**config.mk**
```make
export PLATFORM = sky130hd
export DESIGN_NAME = mcu_ctrl_flat
export DESIGN_NICKNAME = d
export VERILOG_FILES = /design/src/rtl/mcu_ctrl_if.sv /design/src/rtl/mcu_ctrl.sv /design/src/flat_wrapper.sv
export SDC_FILE = /design/constraint.sdc
export NUM_CORES = 1
export LEC_CHECK = 0
export ABC_AREA = 0
export CORE_AREA = 2 2 39 41
export CTS_CLUSTER_DIAMETER = 60
export DETAILED_ROUTE_END_ITERATION = 7
export DIE_AREA = 0 0 41 43
export PLACE_DENSITY = 0.39
export SYNTH_ARGS = -nofsm -noshare
export SYNTH_HDL_FRONTEND = slang
export SYNTH_SLANG_ARGS = --single-unit
```
**constraint.sdc**
```tcl
create_clock -name clk -period 0.95 [get_ports clk]
set_input_delay 0.19 -clock clk [delete_from_list [all_inputs] [get_ports clk]]
set_output_delay 0.19 -clock clk [all_outputs]
set_load 0.01 [all_outputs]
```
**src/rtl/mcu_ctrl_if.sv**
```systemverilog
// ---------------------------------------------------------------------------
// mcu_ctrl_if
//
// Purpose:
//   Bundles the playback-control signals that run between the button front
//   end, the note player and the playback controller.
//
// Signals:
//   play_button  - play/pause request, one-cycle pulse
//   next_button  - skip-to-next-song request, one-cycle pulse
//   song_done    - player reports the end of the current song, one-cycle pulse
//   play         - high while the player should advance through notes
//   reset_player - one-cycle pulse, restart the player at note 0
//   song         - current song index, SONG_BITS wide
//
// Modports:
//   master - the surroundings: drives the events and observes the controls
//   slave  - the controller: receives the events and drives the controls
// ---------------------------------------------------------------------------
interface mcu_ctrl_if #(
    parameter int SONG_BITS = 2
);

    logic                 play_button;
    logic                 next_button;
    logic                 song_done;
    logic                 play;
    logic                 reset_player;
    logic [SONG_BITS-1:0] song;

    // The side that generates the events and consumes the playback controls.
    modport master (
        output play_button,
        output next_button,
        output song_done,
        input  play,
        input  reset_player,
        input  song
    );

    // The playback controller itself.
    modport slave (
        input  play_button,
        input  next_button,
        input  song_done,
        output play,
        output reset_player,
        output song
    );

endinterface

```
**src/rtl/mcu_ctrl.sv**
```systemverilog
// ---------------------------------------------------------------------------
// mcu_ctrl
//
// Purpose:
//   Playback control unit for the music player. Turns play/pause and next
//   button events, plus the player's end-of-song pulse, into a play-enable
//   level, a current song index and a one-cycle player-restart pulse.
//
// Ports:
//   clk   - system clock, all state changes on the rising edge
//   reset - synchronous, active-high reset
//   bus   - mcu_ctrl_if.slave
//             in : play_button, next_button, song_done (one-cycle pulses)
//             out: play, reset_player, song (all registered)
//
// Parameters:
//   SONG_BITS - width of the song index; the index wraps modulo 2**SONG_BITS
// ---------------------------------------------------------------------------
module mcu_ctrl #(
    parameter int SONG_BITS = 2
) (
    input  logic         clk,
    input  logic         reset,
    mcu_ctrl_if.slave    bus
);

    typedef enum logic {
        PAUSED  = 1'b0,
        PLAYING = 1'b1
    } state_t;

    state_t               state;
    logic [SONG_BITS-1:0] song_q;
    logic                 reset_player_q;

    // A song change happens on a next request in either state, or when the
    // player finishes a song while it is actually playing. An end-of-song
    // pulse seen while paused is stale and must not skip a song. Both sources
    // collapse into a single request, so they advance the index only once
    // even when they arrive in the same cycle.
    logic advance;

    assign advance = bus.next_button || (bus.song_done && (state == PLAYING));

    // Playback state machine and song register.
    // A song change always lands in PAUSED and pulses reset_player so the
    // player restarts at note 0 of the new song; a play/pause request that
    // arrives together with a song change is deliberately dropped. A lone
    // play/pause request only toggles the state and leaves the note position
    // alone, so playback resumes mid-song. The song index relies on natural
    // unsigned overflow to wrap from the last song back to song 0.
    always_ff @(posedge clk) begin
        if (reset) begin
            state          <= PAUSED;
            song_q         <= '0;
            reset_player_q <= 1'b1;
        end else if (advance) begin
            state          <= PAUSED;
            song_q         <= song_q + SONG_BITS'(1);
            reset_player_q <= 1'b1;
        end else if (bus.play_button) begin
            state          <= (state == PLAYING) ? PAUSED : PLAYING;
            reset_player_q <= 1'b0;
        end else begin
            reset_player_q <= 1'b0;
        end
    end

    // The enum encodes PLAYING as 1, so play is the state register itself
    // and stays free of any decode logic.
    assign bus.play         = (state == PLAYING);
    assign bus.song         = song_q;
    assign bus.reset_player = reset_player_q;

endmodule

```
**src/flat_wrapper.sv**
```systemverilog
// flat-port wrapper written by rule: the top's interface ports become plain ports
module mcu_ctrl_flat 
#(
    parameter int SONG_BITS = 2
)
  (clk, reset, bus_play_button, bus_next_button, bus_song_done, bus_play, bus_reset_player, bus_song);
  mcu_ctrl_if #(.SONG_BITS(SONG_BITS)) bus_i ();
  input  logic clk;
  input  logic reset;
  input wire logic [$bits(bus_i.play_button)-1:0] bus_play_button;
  input wire logic [$bits(bus_i.next_button)-1:0] bus_next_button;
  input wire logic [$bits(bus_i.song_done)-1:0] bus_song_done;
  output wire logic [$bits(bus_i.play)-1:0] bus_play;
  output wire logic [$bits(bus_i.reset_player)-1:0] bus_reset_player;
  output wire logic [$bits(bus_i.song)-1:0] bus_song;
  assign bus_i.play_button = bus_play_button;
  assign bus_i.next_button = bus_next_button;
  assign bus_i.song_done = bus_song_done;
  assign bus_play = bus_i.play;
  assign bus_reset_player = bus_i.reset_player;
  assign bus_song = bus_i.song;
  mcu_ctrl #(.SONG_BITS(SONG_BITS)) u_core (.clk(clk), .reset(reset), .bus(bus_i));
endmodule
```
==> results of run 1 <==
## path summary, 6_finish.rpt
check | startpoint | to | depth (start not counted)
worst max register to register | u_core.bus.play$_SDFFE_PP0P_ | u_core.bus.song[1]$_SDFFE_PP0P_ | 3
worst min-delay path | bus_next_button | u_core.bus.play$_SDFFE_PP0P_ | 3
worst max-delay path | u_core.bus.play$_SDFFE_PP0P_ | u_core.bus.song[1]$_SDFFE_PP0P_ | 3
worst min register to register | u_core.bus.song[1]$_SDFFE_PP0P_ | u_core.bus.song[1]$_SDFFE_PP0P_ | 2
## report_power, final
group          switching [W]  leakage (nW)  internal [W]
Sequential        0.00000852        0.0345      0.000182
Clock              0.0000650        0.0138      0.000141
Combinational      0.0000376        0.0937     0.0000549
Total               0.000111         0.142      0.000378
## per-layer routing
metal	wire length [microns]	up-vias	track usage [%]
met5	0	-	0
met4	0	0	2.00
met3	72	0	9.42
met2	160	11	7.50
li1	-	86	-
met1	156	80	6.09
## Yosys cell counts
master,n,share of area (%)
inv_1,1,2.5
nor3_1,1,3.3
mux2i_1,1,6.7
o21ai_0,1,3.3
a21oi_1,1,3.3
or3_1,1,4.2
xor2_1,1,5.8
nor2_1,2,5.0
a21oi_2,1,5.8
dfxtp_1,4,53
a211o_2,1,6.7
## worst register-to-register path: cells and delay by family (launching register included)
family / cells / cell delay, ns
flops: 1 / 0.35
simple gates: 1 / 0.30
compound gates: 2 / 0.19
## state kept, by name (all words and copies together) (netlist names)
signal	count
u_core.bus.reset_player	1
u_core.bus.play	1
u_core.bus.song	2
## final cells by class
class                   count  area [sq um]
repair buffers             14           106
multi-input cells          10          73.8
well taps                  16          20.0
flip-flops and latches      4          86.3
fillers                   154          1070
clock buffers               3          22.5
inverters                   1          3.75
## through the flow
stage / utilization (%) / cells / total power (W) / setup TNS (ns)
finish: 22.6 / 48 / 0.000489 / 0
global route: 22.6 / 48 / 0.000529 / -0.0162
global placement: 22.1 / 46 / 0.000297 / -1.28
detailed placement: 22.1 / 46 / 0.000301 / -1.40
CTS: 23.3 / 50 / 0.000505 / -0.0387
floorplan: - / 15 / 0.000223 / 0
## timing repair
action | 4_1_cts | 5_1_grt
setup buffers | 1 | 0
gates resized for setup | 19 | 5
pin swaps | 3 | 5
cloned | 0 | 0
hold endpoints to repair | 0 | 0
endpoints found under the setup margin | 7 | 4
## kinds of logic after synthesis
group,after synthesis,share of synthesized area [%]
AO/OA/AOI/OAI,4,19.2
XOR/XNOR,1,5.83
buffers and inverters,1,2.50
flip-flops,4,53.3
multiplexers,1,6.67
AND/OR/NAND/NOR,4,12.5
==> impl_results.md, run 1 <==
* Minimum clock period at 0.923 ns
* Mapped Avg Cell Area at 10.0 sq um
* Slew headroom at 90.2%
* Total wire length at 389 microns
* Post-Syn Instances at 15
* Initial core utilization at 10.8%
* All-Layer GR Usage at 6.42%
* Setup slack, reg-to-reg at 0.03 ns
* Cell variety after synth at 11
* CP cell instances: a21oi_4 -> or3_1 -> a21oi_1
* Layout Nets at 39
* Initial drt markers at 5
* Worst Setup Path Type: register to register
* Hold_buf cts at 0
* Post-Syn Nets at 20
* Final hold vios at 0
* CTS Buf Count at 3
* CTS tree: built
* Gpl congestion at 0.632
* DRC viols at 0
* Placed Instance Area at 305 sq um
* Routed len/inst at 8.10 microns
* Post-route ant nets at 0
* Yosys reg bits at 4
* Register area share after synthesis at 53.3%
* Max IR drop VDD at 0.906 mV
* Worst setup EP type: register
* Final setup margin at 0.0270 ns
* Clock transition at path regs at 0.04 ns
* Hold WC Path Type: input port to register
* Area Overhead vs Synth at 108%
* Vias in the first global route at 188
* Slew Limit Fails at 0
* Buf/Inv on CP at 0
* Final HPWL DP at 314 microns
* Gr ovfl total at 0
* Worst setup SP type: register
* Num rows at 14
* Cell area after synthesis at 150 sq um
* H-tree level count at 1
* Longest Clk Path Bufs at 2
* Fin Hold WS at 0.425 ns
* Arr. time, crit path at 1.08 ns
* Die Area at 1760 sq um
* Unrepaired setup endpoints after global routing: true
* Leakage power at 0.142 nW
* Power per cell area at 1560 nW/um^2
* Max_cap viols at 0
* Pre-CTS setup slack at -0.326 ns
* Synth Warn # at 0
* Critical path required time at 1.11 ns
* Max incr delay on CP at 0.35 ns
* Outcome: finished, final reports clean
* Final Skew at 0.00121 ns
* Layout cells sized above 1 at 56.3%
* CP delay by family, top: flip-flops
* Initial antenna violation count at 0
* Initial DRT Pass Iterations at 3
* Root Driver: clkbuf_4
* Crit-path max FO at 3
* DR vias/cell at 3.69
* Core box area at 1380 sq um
* Most frequent cells in the layout: buf_4, buf_2, clkbuf_4
* I/O pin count at 9
* Die Width at 41 microns
* Largest net degree at the start of global routing at 4
* Die height at 43 microns
* Worst slew pin tran at 0.143 ns
* Clock net sink count at 4
* Setup Viol. Count Final at 0
* IO Port Bufs at 8
* Global-route wire length before repair at 662 microns
* Worst-Skew Late Latency at 0.23 ns
* Ant. Diodes at 0
* Final Cycle Share at 97.2%
* Post-route cell area at 313 sq um
* Most common cell after layout, fill and taps aside: buf_4
* Vias after detailed routing at 177
* Fmax at 1080 MHz
* CP max-delay cell: dfxtp_4
No activity file was read; power rests on OpenSTA's default activity.
==> run 2: changes to the inputs <==
- CAP_MARGIN: default -> 10
==> results of run 2 <==
Same layout as run 1: the final DEF is identical, and so are final timing and power.
==> run 3: changes to the inputs <==
- ABC_AREA: 0 -> 1
- PLACE_DENSITY: 0.39 -> 0.41
==> run 3 against run 2 <==
Clock power hardly changed. Routed wire length is 8.2% lower. Via count is 1.7% higher. Critical path type is now register to primary output. Critical endpoint is now bus_song[0]. Synthesized area is 15% higher. Global-route usage is 1.1 points lower. Non-clock buffer count is 3 lower. Critical path depth is 2 lower. Sequential power is 3% lower.
==> impl_results.md, run 3 <==
* Outcome: finished, final reports clean
* Post-synth EDFFs at 0 (unchanged)
* Mapped Avg Cell Area at 6.91 sq um (-31%)
* Register area share after synthesis at 46.4% (-7.0 points)
* Top-area cell type share of the netlist area at 46.4% (-7.0 points)
* Final Cycle Share at 90.9% (-6.2 points)
* FF-to-FF path depth at 6 (+3)
* Longest Clk Path Bufs at 2 (unchanged)
* Area contributors post-synth: dfxtp_1, nand2_1, nor2_1, inv_1, a21oi_2
* IO Port Bufs at 8 (unchanged)
* Arr. time, crit path at 0.67 ns (-0.41 ns)
* Clock transition at path regs at 0.04 ns (about the same)
* CP max-delay cell: dfxtp_1
* Critical path depth in cells at 1 (-2)
* CP delay by family, top: flip-flops
* Hold WC Path Type: input port to register
* Initial DRT Pass Iterations at 4 (+1)
* Most area-hungry cell type in the Yosys netlist: dfxtp_1
* DR vias/cell at 3.27 (-11%)
* Setup Viol. Count Final at 0 (unchanged)
* I/O pin count at 9 (unchanged)
* Yosys reg bits at 4 (unchanged)
* Initial core utilization at 12.5% (+1.6 points)
* Worst setup EP type: primary output
* Number of flip-flops in the largest register at 2 (unchanged)
* Max IR drop VDD at 0.424 mV (-53%)
* Final Skew at 0.00139 ns (+0.000172 ns)
* Die Width at 41 microns (unchanged)
* Crit Reg-Reg Startpoint: u_core.bus.play$_SDFFE_PP0P_
* Worst setup SP type: register
* Setup crit start: u_core.bus.song[0]$_SDFFE_PP0P_
* Worst Setup Path Type: register to primary output
* Fmax at 1160 MHz (+6.8%)
* Post-route ant nets at 0 (unchanged)
* Synth Warn # at 0 (unchanged)
* Most frequent cells in the layout: nand2_1, nor2_1
* Critical Path Sink: bus_song[0]
* Slew Limit Fails at 0 (unchanged)
* Unrepaired setup endpoints after global routing: false
* Max_cap viols at 0 (unchanged)
* Buf/Inv on CP at 1 (+1)
* All-Layer GR Usage at 5.31% (-1.1 points)
* Fin util at 21.5% (-1.1 points)
* Hold_buf cts at 0 (unchanged)
* Core box area at 1380 sq um (unchanged)
* Post-Syn Nets at 30 (+50%)
* Minimum clock period at 0.864 ns (-0.0590 ns)
* Gpl congestion at 0.649 (+2.7%)
* Crit-path max FO at 2 (-1)
* Worst-Skew Late Latency at 0.23 ns (about the same)
* Final hold vios at 0 (unchanged)
* Power per cell area at 1620 nW/um^2 (+3.9%)
* Routed len/inst at 6.49 microns (-20%)
* Layout Nets at 46 (+18%)
* H-tree level count at 1 (unchanged)
* Ys async rst share at 0% (unchanged)
* Final setup margin at 0.0860 ns (+0.0590 ns)
* Initial antenna violation count at 0 (unchanged)
* Slew headroom at 91.2% (+1.1 points)
* Global-route wire length before repair at 552 microns (-17%)
* Die Area at 1760 sq um (unchanged)
* Main flop type after synthesis: dfxtp_1
* # fillers at 162 (+5.2%)
* CP cell instances: buf_2
* Vias in the first global route at 164 (-13%)
* Max incr delay on CP at 0.32 ns (-0.03 ns)
* Largest net degree at the start of global routing at 5 (+1)
* Fin Hold WS at 0.573 ns (+0.148 ns)
* Vias after detailed routing at 180 (+1.7%)
* Most common cell after layout, fill and taps aside: nand2_1
* Area Overhead vs Synth at 72.5%
* Most common library cells after synthesis: nand2_1, nor2_1, dfxtp_1, inv_1
* Total wire length at 357 microns (-8.2%)
* Critical path required time at 0.76 ns (-0.35 ns)
* Pre-CTS setup slack at -0.144 ns (+0.182 ns)
* Count leader, synth: nand2_1
* Num rows at 14 (unchanged)
* Layout cells sized above 1 at 30.8% (-25 points)
* Worst R2R End: u_core.bus.song[0]$_SDFFE_PP0P_
* CTS tree: built
* Initial drt markers at 1 (-4)
* Cell variety after synth at 8 (-3)
* Setup slack, reg-to-reg at 0.15 ns (+0.12 ns)
* Final HPWL DP at 305 microns (-3.0%)
* DRC viols at 0 (unchanged)
* Root Driver: clkbuf_4
* Ant. Diodes at 0 (unchanged)
* CTS Buf Count at 3 (unchanged)
* Cell area after synthesis at 173 sq um (+15%)
* Worst slew pin tran at 0.131 ns (-0.0126 ns)
* Leakage power at 0.152 nW (+7.0%)
* Gr ovfl total at 0 (unchanged)
* Post-Syn Instances at 25 (+10)
* Die height at 43 microns (unchanged)
* Clock net sink count at 4 (unchanged)
==> run 3: cell types whose count changed in the layout (fill, tap and decap cells not counted), sizes merged, moves of 2 or more <==
cell,previous run,this run
dlygate4sd2,2,0
clkdlybuf4s50,2,4
nor2,2,5
buf,10,7
inv,1,4
nand2,0,9
==> run 3: cell type report <==
class	instances	area (sq um)	share of cell area (%)
multi-input combinational	17	77.6	26.1
clock buffer	3	22.5	7.56
timing repair buffer	11	82.6	27.7
sequential	4	80.1	26.9
inverter	4	15.0	5.04
tap	16	20.0	6.72
==> run 3: logic make-up (layout without fill, tap and decap cells) <==
kind of cell / count (synthesis) / in the layout / synth area share, %
DFF: 4 / 4 / 46.4
xor gates and xnor gates: 1 / 1 / 5.07
AOI/OAI and AO/OA: 1 / 1 / 5.07
and+or+nand+nor: 15 / 15 / 34.8
buffers and inverters: 4 / 18 / 8.69
==> run 3: repair_timing <==
| item | 4_1_cts | 5_1_grt |
|---|---|---|
| pin swaps | 0 | 0 |
| endpoints found under the hold margin | 0 | 0 |
| resized for setup | 15 | 1 |
| setup buffers | 0 | 0 |
| endpoints found under the setup margin | 4 | 1 |
==> run 3: per-layer routing <==
layer | vias up | global-route usage, % | share of wire (%)
met4 | 0 | 8.00 | 0
li1 | 102 | - | -
met3 | 0 | 3.66 | 8.1
met1 | 74 | 5.10 | 42
met2 | 4 | 5.63 | 49
met5 | - | 0 | 0
==> run 3: power by group <==
part | switching, W | internal (W) | leakage, nW
Sequential | 0.00000474 | 0.000181 | 0.0332
Combinational | 0.0000435 | 0.0000508 | 0.105
Clock | 0.0000625 | 0.000141 | 0.0138
Total | 0.000111 | 0.000373 | 0.152
==> run 3: worst min-delay path by stage <==
stage                                         start                            endpoint  cells past startpoint
finish                                        reset  u_core.bus.reset_player$_SDFF_PP1_                      3
global route                                  reset  u_core.bus.reset_player$_SDFF_PP1_                      3
CTS                                           reset  u_core.bus.reset_player$_SDFF_PP1_                      3
detailed placement  u_core.bus.song[0]$_SDFFE_PP0P_     u_core.bus.song[0]$_SDFFE_PP0P_                      3
global placement       u_core.bus.play$_SDFFE_PP0P_  u_core.bus.reset_player$_SDFF_PP1_                      3
floorplan                           bus_next_button  u_core.bus.reset_player$_SDFF_PP1_                      2
==> run 3: metrics by stage <==
stage                     instance area (sq um)  total power [W]  std cells  TNS (ns)
after detailed placement                    295         0.000297         52    -0.716
after global routing                        298         0.000531         55         0
after global placement                      295         0.000297         52    -0.748
after CTS                                   304         0.000497         55         0
final                                       298         0.000484         55         0
after floorplan                             173         0.000234         25         0
